File: config.mk
export PLATFORM = sky130hd
export DESIGN_NAME = wb_bus_arbiter_flat
export DESIGN_NICKNAME = d
export VERILOG_FILES = /design/src/rtl/wb_bus_arbiter_if.sv /design/src/rtl/wb_bus_arbiter.sv /design/src/flat_wrapper.sv
export SDC_FILE = /design/constraint.sdc
export NUM_CORES = 1
export LEC_CHECK = 0
export BUFFER_PORTS_ARGS = -buffer_cell sky130_fd_sc_hd__buf_2
export CORE_AREA = 2 2 141 143
export CTS_CLUSTER_DIAMETER = 50
export CTS_CLUSTER_SIZE = 10
export DETAILED_ROUTE_END_ITERATION = 10
export DIE_AREA = 0 0 143 145
export PLACE_DENSITY_LB_ADDON = 0.1
export SYNTH_ARGS = -nofsm -noshare
export SYNTH_HDL_FRONTEND = slang
export SYNTH_SLANG_ARGS = --single-unit
File: constraint.sdc
create_clock -name clk -period 3.1 [get_ports clk]
set_clock_uncertainty 0.15 [all_clocks]
set_input_delay 0.155 -clock clk [delete_from_list [all_inputs] [get_ports clk]]
set_output_delay 0.155 -clock clk [all_outputs]
set_load 0.02 [all_outputs]
File: src/rtl/wb_bus_arbiter_if.sv
// Wishbone bus bundle between three masters, the arbiter and one slave.
// Per-master fields are packed with master i at [i*W +: W].
interface wb_bus_arbiter_if #(
    parameter int ADDR_W = 32,
    parameter int DATA_W = 32
);
    localparam int SEL_W = DATA_W / 8;

    logic [2:0]          m_cyc;
    logic [2:0]          m_stb;
    logic [2:0]          m_we;
    logic [3*ADDR_W-1:0] m_adr;
    logic [3*DATA_W-1:0] m_dat_w;
    logic [3*SEL_W-1:0]  m_sel;
    logic [DATA_W-1:0]   m_dat_r;
    logic [2:0]          m_ack;
    logic [2:0]          m_err;

    logic                s_cyc;
    logic                s_stb;
    logic                s_we;
    logic [ADDR_W-1:0]   s_adr;
    logic [DATA_W-1:0]   s_dat_w;
    logic [SEL_W-1:0]    s_sel;
    logic [DATA_W-1:0]   s_dat_r;
    logic                s_ack;
    logic                s_err;

    modport arbiter (
        input  m_cyc, m_stb, m_we, m_adr, m_dat_w, m_sel,
        output m_dat_r, m_ack, m_err,
        output s_cyc, s_stb, s_we, s_adr, s_dat_w, s_sel,
        input  s_dat_r, s_ack, s_err
    );

    modport master (
        output m_cyc, m_stb, m_we, m_adr, m_dat_w, m_sel,
        input  m_dat_r, m_ack, m_err
    );

    modport slave (
        input  s_cyc, s_stb, s_we, s_adr, s_dat_w, s_sel,
        output s_dat_r, s_ack, s_err
    );
endinterface

File: src/rtl/wb_bus_arbiter.sv
// Round-robin three-master Wishbone arbiter: ownership held for the whole
// cyc period, slave stalls longer than TIMEOUT cycles are aborted with m_err.
module wb_bus_arbiter #(
    parameter int ADDR_W  = 32,
    parameter int DATA_W  = 32,
    parameter int TIMEOUT = 255
) (
    input  logic                  clk,
    input  logic                  rst,
    wb_bus_arbiter_if.arbiter     bus,
    output logic [2:0]            grant,
    output logic                  timeout_pulse
);
    localparam int          SEL_W   = DATA_W / 8;
    localparam logic [15:0] TO_LAST = 16'(TIMEOUT - 1);

    logic [2:0]  grant_q, grant_d;
    logic [1:0]  last_q, last_d;
    logic [15:0] wait_cnt_q, wait_cnt_d;
    logic        abort_q, abort_d;

    logic        owned_s;
    logic        keep_s;
    logic [1:0]  g_s;
    logic [2:0]  pick_s;
    logic        s_stb_s;

    function automatic logic [1:0] onehot_to_idx(input logic [2:0] oh);
        logic [1:0] idx;
        case (oh)
            3'b010:  idx = 2'd1;
            3'b100:  idx = 2'd2;
            default: idx = 2'd0;
        endcase
        return idx;
    endfunction

    // Returns {found, index}; search order is last+1, last+2, last+3 (mod 3).
    function automatic logic [2:0] rr_pick(input logic [2:0] req, input logic [1:0] last);
        logic [2:0] res;
        logic [1:0] idx;
        res = 3'b000;
        idx = last;
        for (int k = 0; k < 3; k++) begin
            idx = (idx == 2'd2) ? 2'd0 : idx + 2'd1;
            if (!res[2] && req[idx]) begin
                res = {1'b1, idx};
            end else begin
                res = res;
            end
        end
        return res;
    endfunction

    // Ownership and round-robin arbitration.
    always_comb begin
        owned_s = |grant_q;
        g_s     = onehot_to_idx(grant_q);
        keep_s  = owned_s && bus.m_cyc[g_s];
        pick_s  = rr_pick(bus.m_cyc, last_q);
        grant_d = grant_q;
        last_d  = last_q;
        if (keep_s) begin
            grant_d = grant_q;
            last_d  = last_q;
        end else if (pick_s[2]) begin
            grant_d = 3'b001 << pick_s[1:0];
            last_d  = pick_s[1:0];
        end else begin
            grant_d = 3'b000;
            last_d  = last_q;
        end
    end

    // Slave-side mux; the abort cycle withdraws cyc/stb from the slave.
    always_comb begin
        bus.s_cyc   = 1'b0;
        s_stb_s     = 1'b0;
        bus.s_we    = 1'b0;
        bus.s_adr   = {ADDR_W{1'b0}};
        bus.s_dat_w = {DATA_W{1'b0}};
        bus.s_sel   = {SEL_W{1'b0}};
        if (owned_s) begin
            bus.s_cyc   = bus.m_cyc[g_s] && !abort_q;
            s_stb_s     = bus.m_stb[g_s] && !abort_q;
            bus.s_we    = bus.m_we[g_s];
            bus.s_adr   = bus.m_adr[g_s*ADDR_W +: ADDR_W];
            bus.s_dat_w = bus.m_dat_w[g_s*DATA_W +: DATA_W];
            bus.s_sel   = bus.m_sel[g_s*SEL_W +: SEL_W];
        end else begin
            bus.s_cyc   = 1'b0;
            s_stb_s     = 1'b0;
        end
        bus.s_stb   = s_stb_s;
        bus.m_dat_r = bus.s_dat_r;
    end

    // Response routing to the owner; a timeout forces err and masks the slave.
    always_comb begin
        bus.m_ack = 3'b000;
        bus.m_err = 3'b000;
        if (owned_s && abort_q) begin
            bus.m_err = grant_q;
        end else if (owned_s) begin
            bus.m_ack = {3{bus.s_ack}} & grant_q;
            bus.m_err = {3{bus.s_err}} & grant_q;
        end else begin
            bus.m_ack = 3'b000;
            bus.m_err = 3'b000;
        end
    end

    // Stall counter and abort detection.
    always_comb begin
        wait_cnt_d = 16'd0;
        abort_d    = 1'b0;
        if (owned_s && s_stb_s && !bus.s_ack && !bus.s_err) begin
            wait_cnt_d = wait_cnt_q + 16'd1;
            abort_d    = keep_s && (wait_cnt_q == TO_LAST);
        end else begin
            wait_cnt_d = 16'd0;
            abort_d    = 1'b0;
        end
    end

    // State registers.
    always_ff @(posedge clk) begin
        if (rst) begin
            grant_q    <= 3'b000;
            last_q     <= 2'd2;
            wait_cnt_q <= 16'd0;
            abort_q    <= 1'b0;
        end else begin
            grant_q    <= grant_d;
            last_q     <= last_d;
            wait_cnt_q <= wait_cnt_d;
            abort_q    <= abort_d;
        end
    end

    assign grant         = grant_q;
    assign timeout_pulse = abort_q;
endmodule

File: src/flat_wrapper.sv
// flat-port wrapper written by rule: the top's interface ports become plain ports
module wb_bus_arbiter_flat 
#(
    parameter int ADDR_W  = 32,
    parameter int DATA_W  = 32,
    parameter int TIMEOUT = 255
)
  (clk, rst, grant, timeout_pulse, bus_m_cyc, bus_m_stb, bus_m_we, bus_m_adr, bus_m_dat_w, bus_m_sel, bus_m_dat_r, bus_m_ack, bus_m_err, bus_s_cyc, bus_s_stb, bus_s_we, bus_s_adr, bus_s_dat_w, bus_s_sel, bus_s_dat_r, bus_s_ack, bus_s_err);
  wb_bus_arbiter_if #(.ADDR_W(ADDR_W), .DATA_W(DATA_W)) bus_i ();
  input  logic clk;
  input  logic rst;
  output logic [2:0] grant;
  output logic timeout_pulse;
  input wire logic [$bits(bus_i.m_cyc)-1:0] bus_m_cyc;
  input wire logic [$bits(bus_i.m_stb)-1:0] bus_m_stb;
  input wire logic [$bits(bus_i.m_we)-1:0] bus_m_we;
  input wire logic [$bits(bus_i.m_adr)-1:0] bus_m_adr;
  input wire logic [$bits(bus_i.m_dat_w)-1:0] bus_m_dat_w;
  input wire logic [$bits(bus_i.m_sel)-1:0] bus_m_sel;
  output wire logic [$bits(bus_i.m_dat_r)-1:0] bus_m_dat_r;
  output wire logic [$bits(bus_i.m_ack)-1:0] bus_m_ack;
  output wire logic [$bits(bus_i.m_err)-1:0] bus_m_err;
  output wire logic [$bits(bus_i.s_cyc)-1:0] bus_s_cyc;
  output wire logic [$bits(bus_i.s_stb)-1:0] bus_s_stb;
  output wire logic [$bits(bus_i.s_we)-1:0] bus_s_we;
  output wire logic [$bits(bus_i.s_adr)-1:0] bus_s_adr;
  output wire logic [$bits(bus_i.s_dat_w)-1:0] bus_s_dat_w;
  output wire logic [$bits(bus_i.s_sel)-1:0] bus_s_sel;
  input wire logic [$bits(bus_i.s_dat_r)-1:0] bus_s_dat_r;
  input wire logic [$bits(bus_i.s_ack)-1:0] bus_s_ack;
  input wire logic [$bits(bus_i.s_err)-1:0] bus_s_err;
  assign bus_i.m_cyc = bus_m_cyc;
  assign bus_i.m_stb = bus_m_stb;
  assign bus_i.m_we = bus_m_we;
  assign bus_i.m_adr = bus_m_adr;
  assign bus_i.m_dat_w = bus_m_dat_w;
  assign bus_i.m_sel = bus_m_sel;
  assign bus_m_dat_r = bus_i.m_dat_r;
  assign bus_m_ack = bus_i.m_ack;
  assign bus_m_err = bus_i.m_err;
  assign bus_s_cyc = bus_i.s_cyc;
  assign bus_s_stb = bus_i.s_stb;
  assign bus_s_we = bus_i.s_we;
  assign bus_s_adr = bus_i.s_adr;
  assign bus_s_dat_w = bus_i.s_dat_w;
  assign bus_s_sel = bus_i.s_sel;
  assign bus_i.s_dat_r = bus_s_dat_r;
  assign bus_i.s_ack = bus_s_ack;
  assign bus_i.s_err = bus_s_err;
  wb_bus_arbiter #(.ADDR_W(ADDR_W), .DATA_W(DATA_W), .TIMEOUT(TIMEOUT)) u_core (.clk(clk), .rst(rst), .bus(bus_i), .grant(grant), .timeout_pulse(timeout_pulse));
endmodule
==> flow_summary.ini <==
[sta]
setup_tns_ns = 0
fin_crit_ns = 2.81
relSlewSlack = 0.554
slew_violations = 0
grt_setup_unrepaired = no
tightest_slew_ns = 0.667
setup_viol = 0
hold_viol = 0
fin_crit_sh = 0.908
max_freq_ghz = 0.355
hold_ws_ns = 0.0754

[logic_synthesis]
ys.flop_type = dfxtp_1
seq_area_frac_synth = 0.167
synth_top_area_cell = a22oi_1
synth_edf_count = 0
synth.top_cells.by_count = nand2_1, o21ai_0, a22oi_1
yosysTopAreaCellShare = 0.197
netlist_instances = 405
synthTopCellsByArea = a22oi_1, dfxtp_1, o21ai_0, nand2_1, buf_4
synthesis.nets = 656
synth-async-reset-ratio = 0
synth.distinct_cells = 34
syn_area_per_cell_sq_um = 6.50
yosysMostFrequentCell = nand2_1
ys_seq_elements = 22
synth_area_sq_mm = 0.00263
yosysWarnings = 0

[floorplanning]
core.rowCount = 51
num_io_pins = 362
initial_core_util = 0.137
die_w_um = 143
design.core.area_sq_mm = 0.0192
die-area_sq_mm = 0.0207
fp.dieH_um = 145

[power_and_ir_drop]
vdd_drop_max_v = 0.000213
power_leakage_uw = 0.00199
p_switching_uw = 568
clkPwrFrac = 0.259
intPower_uw = 828
switching_share = 0.407
p_total_uw = 1400
seqPwrFrac = 0.219
combPwrFrac = 0.522
p_per_area_mw_per_mm2 = 321

[clock_network]
htreeDepth = 1
post_cts_resized = 0
clock-root-buffer = clkbuf_16
clkSinkCount = 22
numCtsBuffers = 3
cts_tree = built
clock_path_buffers = 2
insertion_delay_ns = 0.25
path_clk_slew_ns = 0.06

[global_routing]
grt_max_degree = 50
grt_use_total = 0.160
grt_pass1_vias = 3895
grt-ovfl-total = 0
antenna_found_initial = 5
grt_pass1_wl_mm = 25.0

[route]
drt_iter0_drc = 299
vias = 3971
drc_errors = 0
drt_first_pass_iters = 5
drtAntennaViolNets = 0
wl_per_cell_um = 19.2
wirelength_mm = 17.7
viasPerCell = 4.31

[run_status]
outcome = finished clean

[placement]
port_buffers = 297
dp_hpwl_mm = 14.7
gp_congestion = 0.844
dpl_cell_area_sq_mm = 0.00423

[hold_path]
worstHoldPathType = input pin to flop
min_from = bus_m_cyc[2]
min_to = u_core.grant[2]
hold-path-cell-count = 3

[flow_run]
cap_violations = 0

[critical_path]
critPathRequiredTime_ns = 2.79
rrSetupSlack_ns = 0.91
r2r_end = u_core.last_q[1]
start_kind = flop
cp.arrival_ns = 2.51
critPathMaxFanout = 30
r2r-start = u_core.grant[0]
path_class = flop to output pin
critPathCaptureType = output pin
reg2regPathDepth = 4

[finish]
final_nets = 909
design_area_sq_mm = 0.00434
fillers = 2249
syn2layout_area_growth_pct = 65.1
drive_gt1_frac = 0.495
antenna_cells = 0
final_core_util = 0.226
-- cells by family (layout without fill, tap and decap cells) --
group | count (synthesis) | in the layout | synth area share
flip-flops | 22 | 22 | 0.167
XOR/XNOR | 14 | 14 | 0.0466
AND/OR/NAND/NOR | 146 | 146 | 0.253
AO/OA/AOI/OAI | 152 | 152 | 0.368
buffers and inverters | 69 | 321 | 0.155
adder cells (fa/ha/maj) | 2 | 2 | 0.00951
-- critical path: stages, from the launching register on --
cell and delay (ns):
dfxtp_1 0.56, nor2b_4 0.53, buf_12 0.26, a22oi_1 0.09
o21ai_0 0.51, buf_2 0.28
-- through the flow --
stage / setup slack [ns] / cells
floorplan: 0.933 / 405
global placement: 0.489 / 917
detailed placement: 0.438 / 917
CTS: 0.153 / 922
global route: 0.0473 / 922
finish: 0.287 / 922
-- what timing repair did --
item                                   4_1_cts  5_1_grt
setup endpoints to repair                    0        0
hold buffers                                 1        0
endpoints found under the hold margin        2        0
buffers inserted                             0        0
-- how the worst max path moves through the flow --
stage                    start              end  slack [ns]  cells past startpoint
3_3_place_gp   u_core.grant[1]         bus_s_we        0.49                      5
5_1_grt        u_core.grant[1]         bus_s_we        0.05                      5
3_5_place_dp   u_core.grant[1]         bus_s_we        0.44                      5
6_report       u_core.grant[1]  bus_s_dat_w[22]        0.29                      5
4_1_cts        u_core.grant[1]         bus_s_we        0.15                      5
2_1_floorplan  u_core.grant[2]  bus_s_dat_w[24]        0.93                      7
-- sequential cells by signal, summed over array words and instances, names as in the netlist --
register              cells
u_core.grant              3
u_core.timeout_pulse      1
u_core.wait_cnt_q        16
u_core.last_q             2
-- layout by cell type (no fill, tap or decap), drive strengths merged, types with 3 or more instances in the layout --
cell,count
inv,3
a22oi,69
nand2,74
xnor2,12
nor4,3
nand3,9
nor3,10
a21oi,4
dfxtp,22
buf,313
nand4,5
o21ai,71
nor2,23
nor2b,11
clkbuf,3
and2,4
-- layer usage --
| metal | vias to the layer above | wire (um) | global-route usage |
|---|---|---|---|
| met4 | 8 | 257 | 0.0213 |
| li1 | 1928 | - | - |
| met2 | 228 | 7780 | 0.257 |
| met5 | - | 61 | 0 |
| met1 | 1769 | 7840 | 0.224 |
| met3 | 38 | 1730 | 0.0356 |
-- cell type report --
cell class                      count  area (sq um)  area share
Clock buffer                        3          75.1      0.0173
Clock inverter                      1          30.0     0.00691
Inverter                            3          11.3     0.00259
Multi-Input combinational cell    314          1800       0.414
Sequential cell                    22           442       0.102
Tap cell                          265           332      0.0763
Timing Repair Buffer              314          1650       0.381
-- power by group through the flow --
stage	logic [uW]	registers [uW]	clock network, uW
2_1_floorplan	420	305	0
3_3_place_gp	738	312	0
3_5_place_dp	735	313	0
4_1_cts	740	307	374
5_1_grt	791	309	386
6_report	728	306	361
Note: power is estimated with default switching activity, not from simulation.
